[config.mk]
export PLATFORM = sky130hd
export DESIGN_NAME = iter_divider_flat
export DESIGN_NICKNAME = d
export VERILOG_FILES = /design/src/rtl/iter_divider_if.sv /design/src/rtl/iter_divider.sv /design/src/flat_wrapper.sv
export SDC_FILE = /design/constraint.sdc
export NUM_CORES = 1
export LEC_CHECK = 0
export BUFFER_PORTS_ARGS = -buffer_cell sky130_fd_sc_hd__buf_2
export CORE_MARGIN = 2
export CORE_UTILIZATION = 54
export CTS_CLUSTER_DIAMETER = 60
export DETAILED_ROUTE_END_ITERATION = 6
export GPL_ROUTABILITY_DRIVEN = 0
export MAX_ROUTING_LAYER = met4
export PLACE_DENSITY = 0.78
export SLEW_MARGIN = 25
export SYNTH_ARGS = -nofsm -noshare
export SYNTH_HDL_FRONTEND = slang
export SYNTH_SLANG_ARGS = --single-unit
[constraint.sdc]
create_clock -name clk -period 3 [get_ports clk]
set_input_delay 0.15 -clock clk [delete_from_list [all_inputs] [get_ports clk]]
set_output_delay 0.15 -clock clk [all_outputs]
set_load 0.005 [all_outputs]
[src/rtl/iter_divider_if.sv]
// Execution-stage <-> divider connection: start request, operands, abort,
// and the quotient/remainder write-back returned by the divider.
interface iter_divider_if #(
   parameter int XLEN = 32
);
   logic [2:0]      div_inst;
   logic [XLEN-1:0] rs1_data;
   logic [XLEN-1:0] rs2_data;
   logic            flush;
   logic            busy;
   logic            div_wb;
   logic [XLEN-1:0] Qo;
   logic [XLEN-1:0] Ro;
   logic            RSIGN;

   modport master (
      output div_inst, rs1_data, rs2_data, flush,
      input  busy, div_wb, Qo, Ro, RSIGN
   );

   modport slave (
      input  div_inst, rs1_data, rs2_data, flush,
      output busy, div_wb, Qo, Ro, RSIGN
   );
endinterface

[src/rtl/iter_divider.sv]
// Multi-cycle radix-2 restoring divider for RV32M DIV/DIVU/REM/REMU.
// Magnitudes are divided unsigned; signs are re-applied in a single fix-up cycle.
module iter_divider #(
   parameter int XLEN = 32
) (
   input  logic          clk,
   input  logic          reset,
   iter_divider_if.slave dif
);
   localparam int CNT_W = $clog2(XLEN);

   typedef enum logic [1:0] {
      IDLE = 2'd0,
      CALC = 2'd1,
      FIX  = 2'd2,
      DONE = 2'd3
   } state_t;

   state_t          state_reg, state_next;
   logic [XLEN-1:0] dvd_reg, dvd_next;
   logic [XLEN-1:0] dvs_reg, dvs_next;
   logic [XLEN-1:0] rem_reg, rem_next;
   logic [XLEN-1:0] qo_reg, qo_next;
   logic [XLEN-1:0] ro_reg, ro_next;
   logic [CNT_W-1:0] cnt_reg, cnt_next;
   logic            q_neg_reg, q_neg_next;
   logic            r_neg_reg, r_neg_next;
   logic            rsign_reg, rsign_next;

   logic            start;
   logic            is_signed;
   logic            sign_a, sign_b;
   logic [XLEN-1:0] mag_a, mag_b;
   logic            div_zero;
   logic            overflow;
   logic [XLEN:0]   shifted;
   logic [XLEN:0]   trial;
   logic [XLEN-1:0] fix_q, fix_r;

   // A request with both bit0 and bit1 set is still treated as signed.
   assign start     = |dif.div_inst;
   assign is_signed = dif.div_inst[0];
   assign sign_a    = is_signed & dif.rs1_data[XLEN-1];
   assign sign_b    = is_signed & dif.rs2_data[XLEN-1];
   assign mag_a     = sign_a ? -dif.rs1_data : dif.rs1_data;
   assign mag_b     = sign_b ? -dif.rs2_data : dif.rs2_data;
   assign div_zero  = (dif.rs2_data == '0);
   assign overflow  = is_signed
                   && (dif.rs1_data == {1'b1, {(XLEN-1){1'b0}}})
                   && (dif.rs2_data == '1);

   // Partial remainder < divisor, so bit XLEN of trial is a clean borrow flag.
   assign shifted = {rem_reg, dvd_reg[XLEN-1]};
   assign trial   = shifted - {1'b0, dvs_reg};

   // The dividend register doubles as the quotient accumulator.
   assign fix_q = q_neg_reg ? -dvd_reg : dvd_reg;
   assign fix_r = r_neg_reg ? -rem_reg : rem_reg;

   always_ff @(posedge clk) begin
      if (reset) begin
         state_reg <= IDLE;
         dvd_reg   <= '0;
         dvs_reg   <= '0;
         rem_reg   <= '0;
         cnt_reg   <= '0;
         q_neg_reg <= 1'b0;
         r_neg_reg <= 1'b0;
         qo_reg    <= '0;
         ro_reg    <= '0;
         rsign_reg <= 1'b0;
      end else begin
         state_reg <= state_next;
         dvd_reg   <= dvd_next;
         dvs_reg   <= dvs_next;
         rem_reg   <= rem_next;
         cnt_reg   <= cnt_next;
         q_neg_reg <= q_neg_next;
         r_neg_reg <= r_neg_next;
         qo_reg    <= qo_next;
         ro_reg    <= ro_next;
         rsign_reg <= rsign_next;
      end
   end

   always_comb begin
      state_next = state_reg;
      dvd_next   = dvd_reg;
      dvs_next   = dvs_reg;
      rem_next   = rem_reg;
      cnt_next   = cnt_reg;
      q_neg_next = q_neg_reg;
      r_neg_next = r_neg_reg;
      qo_next    = qo_reg;
      ro_next    = ro_reg;
      rsign_next = rsign_reg;

      // Abort leaves the visible results untouched.
      if (dif.flush) begin
         state_next = IDLE;
      end else begin
         unique case (state_reg)
            IDLE: begin
               if (start) begin
                  dvd_next   = mag_a;
                  dvs_next   = mag_b;
                  rem_next   = '0;
                  cnt_next   = CNT_W'(XLEN - 1);
                  q_neg_next = sign_a ^ sign_b;
                  r_neg_next = sign_a;
                  if (div_zero) begin
                     qo_next    = '1;
                     ro_next    = dif.rs1_data;
                     rsign_next = dif.rs1_data[XLEN-1];
                     state_next = DONE;
                  end else if (overflow) begin
                     qo_next    = {1'b1, {(XLEN-1){1'b0}}};
                     ro_next    = '0;
                     rsign_next = 1'b0;
                     state_next = DONE;
                  end else begin
                     state_next = CALC;
                  end
               end
            end
            CALC: begin
               dvd_next = {dvd_reg[XLEN-2:0], ~trial[XLEN]};
               rem_next = trial[XLEN] ? shifted[XLEN-1:0] : trial[XLEN-1:0];
               if (cnt_reg == '0) begin
                  state_next = FIX;
               end else begin
                  cnt_next = cnt_reg - 1'b1;
               end
            end
            FIX: begin
               qo_next    = fix_q;
               ro_next    = fix_r;
               rsign_next = fix_r[XLEN-1];
               state_next = DONE;
            end
            DONE: begin
               state_next = IDLE;
            end
            default: begin
               state_next = IDLE;
            end
         endcase
      end
   end

   assign dif.busy   = (state_reg != IDLE);
   assign dif.div_wb = (state_reg == DONE);
   assign dif.Qo     = qo_reg;
   assign dif.Ro     = ro_reg;
   assign dif.RSIGN  = rsign_reg;
endmodule
[src/flat_wrapper.sv]
// flat-port wrapper written by rule: the top's interface ports become plain ports
module iter_divider_flat 
#(
   parameter int XLEN = 32
)
  (clk, reset, dif_div_inst, dif_rs1_data, dif_rs2_data, dif_flush, dif_busy, dif_div_wb, dif_Qo, dif_Ro, dif_RSIGN);
  iter_divider_if #(.XLEN(XLEN)) dif_i ();
  input  logic clk;
  input  logic reset;
  input wire logic [$bits(dif_i.div_inst)-1:0] dif_div_inst;
  input wire logic [$bits(dif_i.rs1_data)-1:0] dif_rs1_data;
  input wire logic [$bits(dif_i.rs2_data)-1:0] dif_rs2_data;
  input wire logic [$bits(dif_i.flush)-1:0] dif_flush;
  output wire logic [$bits(dif_i.busy)-1:0] dif_busy;
  output wire logic [$bits(dif_i.div_wb)-1:0] dif_div_wb;
  output wire logic [$bits(dif_i.Qo)-1:0] dif_Qo;
  output wire logic [$bits(dif_i.Ro)-1:0] dif_Ro;
  output wire logic [$bits(dif_i.RSIGN)-1:0] dif_RSIGN;
  assign dif_i.div_inst = dif_div_inst;
  assign dif_i.rs1_data = dif_rs1_data;
  assign dif_i.rs2_data = dif_rs2_data;
  assign dif_i.flush = dif_flush;
  assign dif_busy = dif_i.busy;
  assign dif_div_wb = dif_i.div_wb;
  assign dif_Qo = dif_i.Qo;
  assign dif_Ro = dif_i.Ro;
  assign dif_RSIGN = dif_i.RSIGN;
  iter_divider #(.XLEN(XLEN)) u_core (.clk(clk), .reset(reset), .dif(dif_i));
endmodule
# Word-level counts from Yosys, hierarchy flattened
# Index checks and enable logic that the tools add are counted.
# word_totals
inputBits	70
output_inout_bits	67
register_bits	170
wordCells	74
# op_classes
mux	29
eq_ne	9
n_addsub	6
n_reduce_logical	15
bitwise_logic	5
# ops
cell	n
2-to-1 mux 32 bit	13
case mux 32 bit (2 select lines)	4
negator 32 bit	4
== test 32 bit, second input constant	2
subtractor 33 x 32 -> 33 bit	1
zero test 32 bit	1
2-to-1 mux 5 bit	2
case mux 5 bit (2 select lines)	1
2-to-1 mux 2 bit	4
case mux 2 bit (4 select lines)	1
AND reduction 4 bit	2
AND reduction 3 bit	2
nonzero test 2 bit	3
zero test 5 bit	1
subtractor 5 x 1 -> 5 bit, second input constant	1
== test 2 bit, second input constant	2
inequality test 2 x 1 -> 1 bit, second input constant	2
2-to-1 mux 1 bit	3
inequality test 3 x 1 -> 1 bit, second input constant	1
OR reduction 3 bit	1
bitwise AND 1 bit	2
== test 2 x 1 -> 1 bit, second input constant	1
logical AND 1 bit	2
zero test 2 bit	1
6 further kinds	7

# Depth between registers and ports, before layout
# depth
ltp_word	7
ltp_mapped	13

# Worst setup path after synthesis
# Ideal clock, no wire load.
# synth_timing
path_type	register to register
start	register u_core.dvd_reg[31]
end	register u_core.rem_reg[11]
path_stages_with_launch	14
path_buffers	1
arrival_ps	2944
period_less_slack_ps	3073
required_time_ps	2872
setup_ps	128
setup_slack_ps	-73
cell_sequence	dfxtp_1 > inv_1 > ha_1 > fa_1 > nor2b_1 > o2111ai_1 > a21boi_0 > o211ai_1 > a21oi_1 > nor2_1 > xnor2_1 > buf_2 > mux2i_1 > o21ai_0
# synth_between
elab_chain_cells	3
# synth_rtl
item	line_no	text
start, declared	iter_divider.sv:20	logic [XLEN-1:0] dvd_reg, dvd_next;
start signal, assigned	iter_divider.sv:74	dvd_reg <= dvd_next;
subtractor 33 x 32 -> 33 bit	iter_divider.sv:54	assign trial = shifted - {1'b0, dvs_reg};
2-to-1 mux 32 bit	iter_divider.sv:128	rem_next = trial[XLEN] ? shifted[XLEN-1:0] : trial[XLEN-1:0];
case mux 32 bit (2 select lines)	iter_divider.sv:102	unique case (state_reg)
end signal, assigned	iter_divider.sv:76	rem_reg <= rem_next;
end, declared	iter_divider.sv:22	logic [XLEN-1:0] rem_reg, rem_next;
# Every way passes these cells.
# A chain may end at the register's enable or synchronous reset.

# Worst setup path in the final report
# layout_timing
start	register u_core.dvd_reg[31]
end	register u_core.rem_reg[0]
# layout_between
elab_chain_cells	3
# layout_rtl
item	line_no
subtractor 33 x 32 -> 33 bit	iter_divider.sv:54
2-to-1 mux 32 bit (*)	iter_divider.sv:128
case mux 32 bit (2 select lines) (*)	iter_divider.sv:102
# Every way passes the cells marked *; elsewhere a longest branch is shown, timed or not.

==> qor.csv <==
metric,value,unit
maximum vdd ir drop,0.333,mV
# Max-Cap Violations,0,
CTS Buf Count,17,
Core Region,20400,µm²
Worst Tran Pin Value,0.947,ns
first-pass GRT wire length,51600,µm
CP Max Fanout,8,
Seq pwr share,40.5,%
Tmin final,2.91,ns
post-synthesis async set-or-reset flop share,0,%
CTS max path bufs,2,
post-route insts no fill,1913,
Layout Nets,1744,
HPWL Detailed,23600,µm
Crit path arrival time,3.30,ns
Post-route DRC,0,
# rows,52,
f_max,343,MHz
initial antenna violation count,0,
pre-CTS WS,0.00849,ns
hold path start,dif_rs2_data[1],
ANT cells,0,
clk root buf,clkbuf_16,
worst r2r src,u_core.dvd_reg[31],
R2R Setup Slk,0.09,ns
clock-pin slew on the worst setup and hold paths,0.07,ns
final worst-path cycle share,97.1,%
"EDFF count, synth",0,
"antenna viol nets, final",0,
most used routing layer in global routing,met2,
DRT Wirelength,32400,µm
"Setup violations, final",0,
I/O Pins,137,
drt via density,5.98,
Synth Cell Area,11300,µm²
Layout fillers,1790,
most frequent cells in the layout,"216 x nand2_1, 168 x dfxtp_1, 135 x buf_2",
grt ovf,0,
"most common cell after layout, fill and taps aside",nand2_1,
Die Y-Extent,149,µm
sw frac,33.1,%
Final Hold Vio Count,0,
layout cells sized above 1,16.4,%
CP Launch Type,flop,
Worst EP required,3.39,ns
Mapped Cells,1494,
relative slew slack,36.8,%
final worst slack,0.0865,ns
H-tree depth,4,
1st-pass router iterations,6,
GRT met2 Usage,47.6,%
Setup Skew,0.0132,ns
critical path type,reg -> reg,
register area,3380,µm²
status,completed,
sequential share of the synthesized area,30.0,%
Die Footprint,22100,µm²
clock sinks,169,
CTS tree,yes,
Worst Setup SP,u_core.dvd_reg[31],
combinational share of power,24.7,%
Initial Util,55.4,%
CP Capture Type,flop,
"FF+latch count, synth",169,
M3 GR Usage,4.66,%
hold slack,0.00849,ns
static leakage,0.00518,µW
drt wl/cell,17.0,µm
post-synth net total,1608,
clock power share,34.8,%
synth unique cells,59,
Syn. warnings,0,
"Avg Cell Area, Syn",7.55,µm²
worst skew pair latency,0.44,ns
routed vias,11400,
ys flop type,dfxtp_1,
Die X,149,µm
P_int,4170,µW
HP Class,in -> reg,
Max Slew Vio Count,0,
Sw Pwr,2060,µW
largest net degree at the start of global routing,83,
power density over the cells,470,nW/µm²
total track usage,29.5,%
vias in the first global route,10400,
area occupied by multi-input gates,7430,µm²
Final Power,6230,µW
Area Overhead vs Synth,17.6,%
dpl cells,1876,
# port buffers,136,
met1 Use GR,37.6,%
Initial DRC Count,960,
## final timing paths
kind	depth (start not counted)	end
max reg2reg	13	u_core.rem_reg[0]
min reg2reg	2	u_core.dvs_reg[22]
max	13	u_core.rem_reg[0]
min	3	u_core.dvs_reg[1]
## power groups by stage
stage	combinational, µW	clock (µW)	sequential [µW]
3_3_place_gp	1430	0	2570
3_5_place_dp	1460	0	2570
6_report	1540	2170	2530
2_1_floorplan	1020	0	2540
4_1_cts	1480	2180	2520
5_1_grt	1700	2270	2540
## cells in the mapped netlist (all sizes together) (8+ instances only)
master | n | area share, %
ha | 43 | 4.8
nand4 | 11 | 0.67
nand2b | 34 | 1.9
inv | 50 | 1.7
a31oi | 8 | 0.44
o31ai | 27 | 1.8
dfxtp | 169 | 30
or3 | 15 | 0.83
clkbuf | 71 | 2.4
or4 | 14 | 1.0
buf | 20 | 0.96
nor4 | 20 | 1.2
xnor2 | 72 | 5.6
nor3 | 13 | 0.58
nand3 | 42 | 1.9
a22oi | 24 | 1.6
a211oi | 67 | 4.5
a21oi | 110 | 5.0
mux2i | 30 | 2.7
xor2 | 73 | 5.7
nor2 | 124 | 4.2
a21o | 12 | 0.80
o21ai | 131 | 5.8
o41ai | 21 | 1.6
nand2 | 216 | 7.2
## critical path, stage by stage (launching register included)
cell and delay, ns:
dfxtp_1 0.35, inv_1 0.06, ha_1 0.20, fa_2 0.39
nor2b_4 0.17, o2111ai_2 0.17, a21boi_2 0.18, o211ai_1 0.14
a21oi_1 0.18, nor2_2 0.09, xnor2_4 0.33, buf_12 0.19
mux2i_1 0.23, a22o_1 0.17
## per-layer routing
metal	up-vias	routed length, µm
li1	5616	-
met1	5322	13900
met2	420	15400
met3	73	2070
met4	0	1040
met5	-	0
## what timing repair did
item                                    CTS  global route
endpoints found under the setup margin    1            37
setup buffers                             0             2
endpoints found under the hold margin     2             0
resized for setup                         1            13
hold buffers                              1             0
pin swaps                                 0             5
cloned                                    0             2
## layout make-up
type / instances / area share, %
Inverter: 50 / 1.41
Clock inverter: 14 / 1.02
Sequential cell: 169 / 25.5
Clock buffer: 18 / 3.23
Multi-Input combinational cell: 1184 / 56.0
Tap cell: 270 / 2.55
Timing Repair Buffer: 208 / 10.3
## stage by stage
| stage | TNS, ns | util, % | instance area (µm²) |
|---|---|---|---|
| 6_report | 0 | 65.2 | 13300 |
| 5_1_grt | -0.401 | 65.2 | 13300 |
| 4_1_cts | 0 | 64.6 | 13200 |
| 3_5_place_dp | 0 | 61.7 | 12600 |
| 3_3_place_gp | 0 | 61.7 | 12600 |
| 2_1_floorplan | 0 | - | 11300 |
## cell families after synthesis
| kind of cell | share of synthesized area [%] |
|---|---|
| AND/OR/NAND/NOR | 21.4 |
| AO/OA/AOI/OAI | 24.7 |
| multiplexers | 2.66 |
| flip-flops | 30.0 |
| XOR/XNOR | 11.3 |
| buffers and inverters | 4.99 |
| adder cells (fa/ha/maj) | 4.95 |
(Power assumes the default switching activity.)
